`src/rtl/interrupt_controller_pkg.sv`:
```
// Shared types and constants for the interrupt controller.
// Holds the FSM state enum, register map addresses and vector helper.
package interrupt_controller_pkg;

    typedef enum logic [1:0] {
        IDLE      = 2'd0,
        WAIT_SAFE = 2'd1,
        ISSUE     = 2'd2,
        SERVICE   = 2'd3
    } ic_state_t;

    localparam logic [1:0] ADDR_MASK   = 2'd0;
    localparam logic [1:0] ADDR_PEND   = 2'd1;
    localparam logic [1:0] ADDR_CTRL   = 2'd2;
    localparam logic [1:0] ADDR_STATUS = 2'd3;

    localparam int VECTOR_STRIDE = 4;

    // Handler address, wrapping modulo 2^16.
    function automatic logic [15:0] vec_addr(
        input logic [15:0] base,
        input logic [3:0]  id
    );
        return base + 16'(id) * 16'(VECTOR_STRIDE);
    endfunction

endpackage

```
`src/rtl/interrupt_controller_if.sv`:
```
// Configuration register bus for the interrupt controller.
// Ports: cfg_wren/cfg_addr/cfg_wdata driven by master, cfg_rdata by slave.
interface interrupt_controller_if;

    logic        cfg_wren;
    logic [1:0]  cfg_addr;
    logic [15:0] cfg_wdata;
    logic [15:0] cfg_rdata;

    modport master (
        output cfg_wren,
        output cfg_addr,
        output cfg_wdata,
        input  cfg_rdata
    );

    modport slave (
        input  cfg_wren,
        input  cfg_addr,
        input  cfg_wdata,
        output cfg_rdata
    );

endinterface

```
`src/rtl/interrupt_controller_irq_priority_encoder.sv`:
```
// Combinational lowest-index-first priority encoder.
// Ports: req (N bits) in; found (any set) and idx (4-bit winner) out.
module irq_priority_encoder #(
    parameter int N = 8
) (
    input  logic [N-1:0] req,
    output logic         found,
    output logic [3:0]   idx
);

    // Scan high to low so the lowest set bit is written last.
    always_comb begin
        found = 1'b0;
        idx   = 4'd0;
        for (int i = N - 1; i >= 0; i--) begin
            if (req[i]) begin
                found = 1'b1;
                idx   = 4'(i);
            end
        end
    end

endmodule

```
`src/rtl/interrupt_controller.sv`:
```
// Edge-triggered interrupt controller with mask/pending/ctrl registers,
// lowest-index arbitration and a safe-point issue FSM (no nesting).
// Ports: clk, rst (sync, active-low), irq lines, cfg bus (slave),
// hazard/decoder_output_flush/pc_ret1 from the pipeline,
// interrupt pulse, int_vector handler address, int_active in service.
module interrupt_controller
    import interrupt_controller_pkg::*;
#(
    parameter int          NUM_IRQ     = 8,
    parameter logic [15:0] VECTOR_BASE = 16'h0010
) (
    input  logic                 clk,
    input  logic                 rst,
    input  logic [NUM_IRQ-1:0]   irq,
    interrupt_controller_if.slave cfg,
    input  logic                 hazard,
    input  logic                 decoder_output_flush,
    input  logic                 pc_ret1,
    output logic                 interrupt,
    output logic [15:0]          int_vector,
    output logic                 int_active
);

    ic_state_t          state;
    logic [NUM_IRQ-1:0] mask;
    logic [NUM_IRQ-1:0] pend;
    logic [NUM_IRQ-1:0] irq_q;
    logic               en;
    logic [3:0]         act_id;

    logic [NUM_IRQ-1:0] rise;
    logic [NUM_IRQ-1:0] w1c;
    logic [NUM_IRQ-1:0] iss_clr;
    logic [NUM_IRQ-1:0] elig;
    logic               found;
    logic [3:0]         win_id;
    logic               issue_go;
    logic               unused_wdata;

    assign unused_wdata = ^cfg.cfg_wdata;

    assign rise = irq & ~irq_q;
    assign elig = pend & mask;

    irq_priority_encoder #(
        .N (NUM_IRQ)
    ) u_prio (
        .req   (elig),
        .found (found),
        .idx   (win_id)
    );

    assign issue_go = (state == WAIT_SAFE) && en && found
                   && !hazard && !decoder_output_flush;

    always_comb begin
        w1c = '0;
        if (cfg.cfg_wren && cfg.cfg_addr == ADDR_PEND)
            w1c = cfg.cfg_wdata[NUM_IRQ-1:0];
    end

    always_comb begin
        iss_clr = '0;
        for (int i = 0; i < NUM_IRQ; i++)
            iss_clr[i] = issue_go && (win_id == 4'(i));
    end

    always_comb begin
        cfg.cfg_rdata = '0;
        unique case (cfg.cfg_addr)
            ADDR_MASK:   cfg.cfg_rdata = 16'(mask);
            ADDR_PEND:   cfg.cfg_rdata = 16'(pend);
            ADDR_CTRL:   cfg.cfg_rdata = {15'd0, en};
            ADDR_STATUS: cfg.cfg_rdata = {int_active, 11'd0, act_id};
        endcase
    end

    // Register file and edge detect; a new edge beats any clear.
    always_ff @(posedge clk) begin
        if (!rst) begin
            mask  <= '0;
            pend  <= '0;
            irq_q <= '0;
            en    <= 1'b0;
        end else begin
            irq_q <= irq;
            pend  <= (pend & ~(w1c | iss_clr)) | rise;
            if (cfg.cfg_wren && cfg.cfg_addr == ADDR_MASK)
                mask <= cfg.cfg_wdata[NUM_IRQ-1:0];
            if (cfg.cfg_wren && cfg.cfg_addr == ADDR_CTRL)
                en <= cfg.cfg_wdata[0];
        end
    end

    always_ff @(posedge clk) begin
        if (!rst) begin
            state      <= IDLE;
            interrupt  <= 1'b0;
            int_active <= 1'b0;
            int_vector <= VECTOR_BASE;
            act_id     <= 4'd0;
        end else begin
            interrupt <= 1'b0;
            unique case (state)
                IDLE: begin
                    if (en && found)
                        state <= WAIT_SAFE;
                end
                WAIT_SAFE: begin
                    if (!en || !found) begin
                        state <= IDLE;
                    end else if (issue_go) begin
                        state      <= ISSUE;
                        interrupt  <= 1'b1;
                        act_id     <= win_id;
                        int_vector <= vec_addr(VECTOR_BASE, win_id);
                    end
                end
                ISSUE: begin
                    state      <= SERVICE;
                    int_active <= 1'b1;
                end
                SERVICE: begin
                    if (pc_ret1) begin
                        state      <= IDLE;
                        int_active <= 1'b0;
                    end
                end
            endcase
        end
    end

endmodule

```
`src/flat_wrapper.sv`:
```
// flat-port wrapper written by rule: the top's interface ports become plain ports
module interrupt_controller_flat import interrupt_controller_pkg::*;
#(
    parameter int          NUM_IRQ     = 8,
    parameter logic [15:0] VECTOR_BASE = 16'h0010
)
  (clk, rst, irq, hazard, decoder_output_flush, pc_ret1, interrupt, int_vector, int_active, cfg_cfg_wren, cfg_cfg_addr, cfg_cfg_wdata, cfg_cfg_rdata);
  interrupt_controller_if cfg_i ();
  input  logic clk;
  input  logic rst;
  input  logic [NUM_IRQ-1:0] irq;
  input  logic hazard;
  input  logic decoder_output_flush;
  input  logic pc_ret1;
  output logic interrupt;
  output logic [15:0] int_vector;
  output logic int_active;
  input wire logic [$bits(cfg_i.cfg_wren)-1:0] cfg_cfg_wren;
  input wire logic [$bits(cfg_i.cfg_addr)-1:0] cfg_cfg_addr;
  input wire logic [$bits(cfg_i.cfg_wdata)-1:0] cfg_cfg_wdata;
  output wire logic [$bits(cfg_i.cfg_rdata)-1:0] cfg_cfg_rdata;
  assign cfg_i.cfg_wren = cfg_cfg_wren;
  assign cfg_i.cfg_addr = cfg_cfg_addr;
  assign cfg_i.cfg_wdata = cfg_cfg_wdata;
  assign cfg_cfg_rdata = cfg_i.cfg_rdata;
  interrupt_controller #(.NUM_IRQ(NUM_IRQ), .VECTOR_BASE(VECTOR_BASE)) u_core (.clk(clk), .rst(rst), .irq(irq), .cfg(cfg_i), .hazard(hazard), .decoder_output_flush(decoder_output_flush), .pc_ret1(pc_ret1), .interrupt(interrupt), .int_vector(int_vector), .int_active(int_active));
endmodule
```
`config.mk`:
```
export PLATFORM = sky130hd
export DESIGN_NAME = interrupt_controller_flat
export DESIGN_NICKNAME = d
export VERILOG_FILES = /design/src/rtl/interrupt_controller_pkg.sv /design/src/rtl/interrupt_controller_if.sv /design/src/rtl/interrupt_controller_irq_priority_encoder.sv /design/src/rtl/interrupt_controller.sv /design/src/flat_wrapper.sv
export SDC_FILE = /design/constraint.sdc
export NUM_CORES = 1
export LEC_CHECK = 0
export BUFFER_PORTS_ARGS = -buffer_cell sky130_fd_sc_hd__buf_2
export CAP_MARGIN = 15
export CORE_MARGIN = 4
export CORE_UTILIZATION = 39
export DETAILED_ROUTE_END_ITERATION = 7
export PLACE_DENSITY = 0.75
export SLEW_MARGIN = 40
export SYNTH_ARGS = -nofsm -noshare
export SYNTH_HDL_FRONTEND = slang
export SYNTH_SLANG_ARGS = --single-unit
```
`constraint.sdc`:
```
create_clock -name clk -period 1.25 [get_ports clk]
set_input_delay 0.125 -clock clk [delete_from_list [all_inputs] [get_ports clk]]
set_output_delay 0.125 -clock clk [all_outputs]
set_load 0.005 [all_outputs]
```
==> flow_summary.json <==
{
  "setup_ws_ns": -0.1921,
  "worst-setup-path-type": "reg2out",
  "wire_per_inst_microns": 15.03,
  "clockBufferDepth": 2,
  "holdPathEnd": "u_core.irq_q[2]",
  "p_total_w": 0.002314,
  "p_per_area_nw_per_um2": 940.1,
  "netlist.area_leader.share": 0.3964,
  "r2r_cells": 6,
  "drive_above_1_share": 0.4891,
  "finalSetupViolCount": 15,
  "finalCritPeriodShare": 1.154,
  "grt_setup_unrepaired": "yes",
  "grt.overflow.total": 0,
  "yosys_warnings": 0,
  "synth_area_sq_um": 1667,
  "worstReg2RegEnd": "u_core.pend[5]",
  "seqCellArea_sq_um": 676.9,
  "period_needed_ns": 1.442,
  "end_kind": "output pin",
  "core-area_sq_um": 4058,
  "via_per_inst": 5.021,
  "clkTransAtPathRegs_ns": 0.06,
  "min_delay_path_depth": 3,
  "numCtsBuffers": 5,
  "hold_buffers": 0,
  "gp_congestion": 0.9474,
  "start_kind": "register",
  "synth.yosys.seq_area_share": 0.3964,
  "hold_violations": 0,
  "status": "finished, violations left",
  "mostFrequentLayoutCells": "buf_2 (38), buf_4 (34), nand2_1 (25)",
  "cp_max_fo": 3,
  "cts_sinks": 33,
  "p_leak_nw": 1.199,
  "cts_max_level": 2,
  "ant_nets": 0,
  "clk_latency_ns": 0.28,
  "final.setup.tns_ns": -1.786,
  "drc_errors": 0,
  "die_x_microns": 73.37,
  "dieArea_sq_um": 5383,
  "first_pass_iters": 4,
  "r2r_start": "u_core.pend[2]",
  "failed_checks": "setup timing",
  "max_freq_ghz": 0.6934,
  "place_hpwl_mm": 3.178,
  "cp.required_ns": 1.12,
  "grt_max_degree": 11,
  "postLayoutCoreUtil": 0.6065,
  "syn2layout_area_growth_pct": 47.67,
  "io_buffers": 38,
  "fill_cells": 321,
  "place_inst": 308,
  "wirelength_mm": 4.901,
  "cts-root-buf": "clkbuf_8",
  "drtIter0Drc": 59,
  "drv_cap": 0,
  "n_antenna_cell": 0,
  "vias": 1637,
  "io_pins": 66,
  "die_h_microns": 73.37,
  "stdcell_count": 326,
  "cts_tree": "done",
  "avgSynthCellArea_sq_um": 8.547,
  "layout.nets": 307,
  "hp-class": "in2reg",
  "ir_worst_vdd_uv": 722.1,
  "yosysTopAreaCell": "dfxtp_1",
  "synthCells": 195,
  "ys_types": 36,
  "multi_input_area_sq_um": 1061,
  "crit_arrival_ns": 1.32,
  "fp-row-count": 23,
  "start_util": 0.4107,
  "min_from": "irq[2]",
  "r2r_setup_slack_ns": -0.18,
  "antenna_found_initial": 0,
  "grt_pass1_wl_mm": 7.320,
  "report.final.slew_viol_count": 0,
  "ys_ff_latch": 33,
  "synth_area_leaders": "dfxtp_1 (40%), mux2i_1 (11%), buf_4 (8.6%)",
  "grt_usage": 0.1776,
  "final_common_cell": "buf_2",
  "clock_skew_ns": 0.005215,
  "first_global_vias": 1575
}
## layer usage
metal / track usage / wire [microns]
met5: 0 / 0
met3: 0.04241 / 288
met2: 0.3019 / 2504
met4: 0.07847 / 77
met1: 0.2116 / 2030
## sequential cells by signal (all words and copies together) (netlist names), named ones only
| name | flops |
|---|---|
| u_core.int_vector | 2 |
| u_core.interrupt | 1 |
| u_core.mask | 8 |
| u_core.act_id | 2 |
| u_core.state | 1 |
| u_core.en | 1 |
| u_core.irq_q | 8 |
| u_core.int_active | 1 |
| u_core.pend | 8 |
## metrics by stage
step / setup WS (ns) / hold WS (ns) / area (sq um)
floorplan: -0.009732 / 0.2316 / 1750
finish: -0.1921 / 0.04709 / 2461
detailed placement: -0.1614 / 0.3276 / 2058
global route: -0.2508 / 0.06191 / 2461
CTS: -0.1869 / 0.04624 / 2307
global placement: -0.1069 / 0.3210 / 2058
## worst max-delay path, cell delays in order (launching register included)
cell and delay [ns]:
dfxtp_2 0.34, buf_6 0.11, mux4_2 0.45, buf_2 0.14
## cells in the mapped netlist (all sizes together)
| cell type | instances |
|---|---|
| o2111ai | 5 |
| nor3 | 3 |
| a31oi | 1 |
| mux2i | 18 |
| conb | 1 |
| mux4 | 1 |
| a32oi | 2 |
| dfxtp | 33 |
| a21bo | 1 |
| a21o | 1 |
| nand2b | 1 |
| nand2 | 31 |
| clkbuf | 3 |
| o21ai | 9 |
| a22oi | 4 |
| a21oi | 4 |
| and2 | 1 |
| nor2 | 20 |
| o22ai | 4 |
| and3 | 6 |
| inv | 12 |
| buf | 22 |
| nand3 | 9 |
| o21a | 1 |
| nor3b | 1 |
| nand3b | 1 |
## power by group
part / leakage, nW / switching [W] / internal [W]
Sequential: 0.276 / 0.0000482 / 0.00111
Clock: 0.0395 / 0.000365 / 0.000395
Combinational: 0.884 / 0.000201 / 0.000197
Total: 1.20 / 0.000615 / 0.00170
## what timing repair did
item | 4_1_cts | 5_1_grt
hold endpoints to repair | 0 | 0
pin swaps | 8 | 11
gates cloned | 0 | 0
setup buffers | 4 | 7
endpoints found under the setup margin | 15 | 19
gates resized for setup | 32 | 29
## logic make-up after synthesis
kind of cell | synth area share
compound gates | 0.1449
flops | 0.3964
mux | 0.1216
buf+inv | 0.1381
other cells | 0.002250
simple gates | 0.1967
## cell type report
| type | count | share of cell area |
|---|---|---|
| inverters | 12 | 0.01830 |
| clock buffers | 8 | 0.03254 |
| repair buffers | 80 | 0.2176 |
| well taps | 50 | 0.02542 |
| flip-flops and latches | 33 | 0.2750 |
| multi-input cells | 143 | 0.4311 |
## worst max path at each step
stage              startpoint                to  depth (start not counted)
4_1_cts             u_core.en  cfg_cfg_rdata[0]                          3
3_3_place_gp   u_core.mask[6]    u_core.pend[2]                          5
3_5_place_dp   u_core.pend[2]    u_core.pend[7]                          5
6_report       u_core.pend[0]  cfg_cfg_rdata[0]                          3
2_1_floorplan  u_core.pend[2]    u_core.pend[6]                          5
5_1_grt        u_core.mask[5]  u_core.act_id[0]                          5
(Power assumes the default switching activity.)
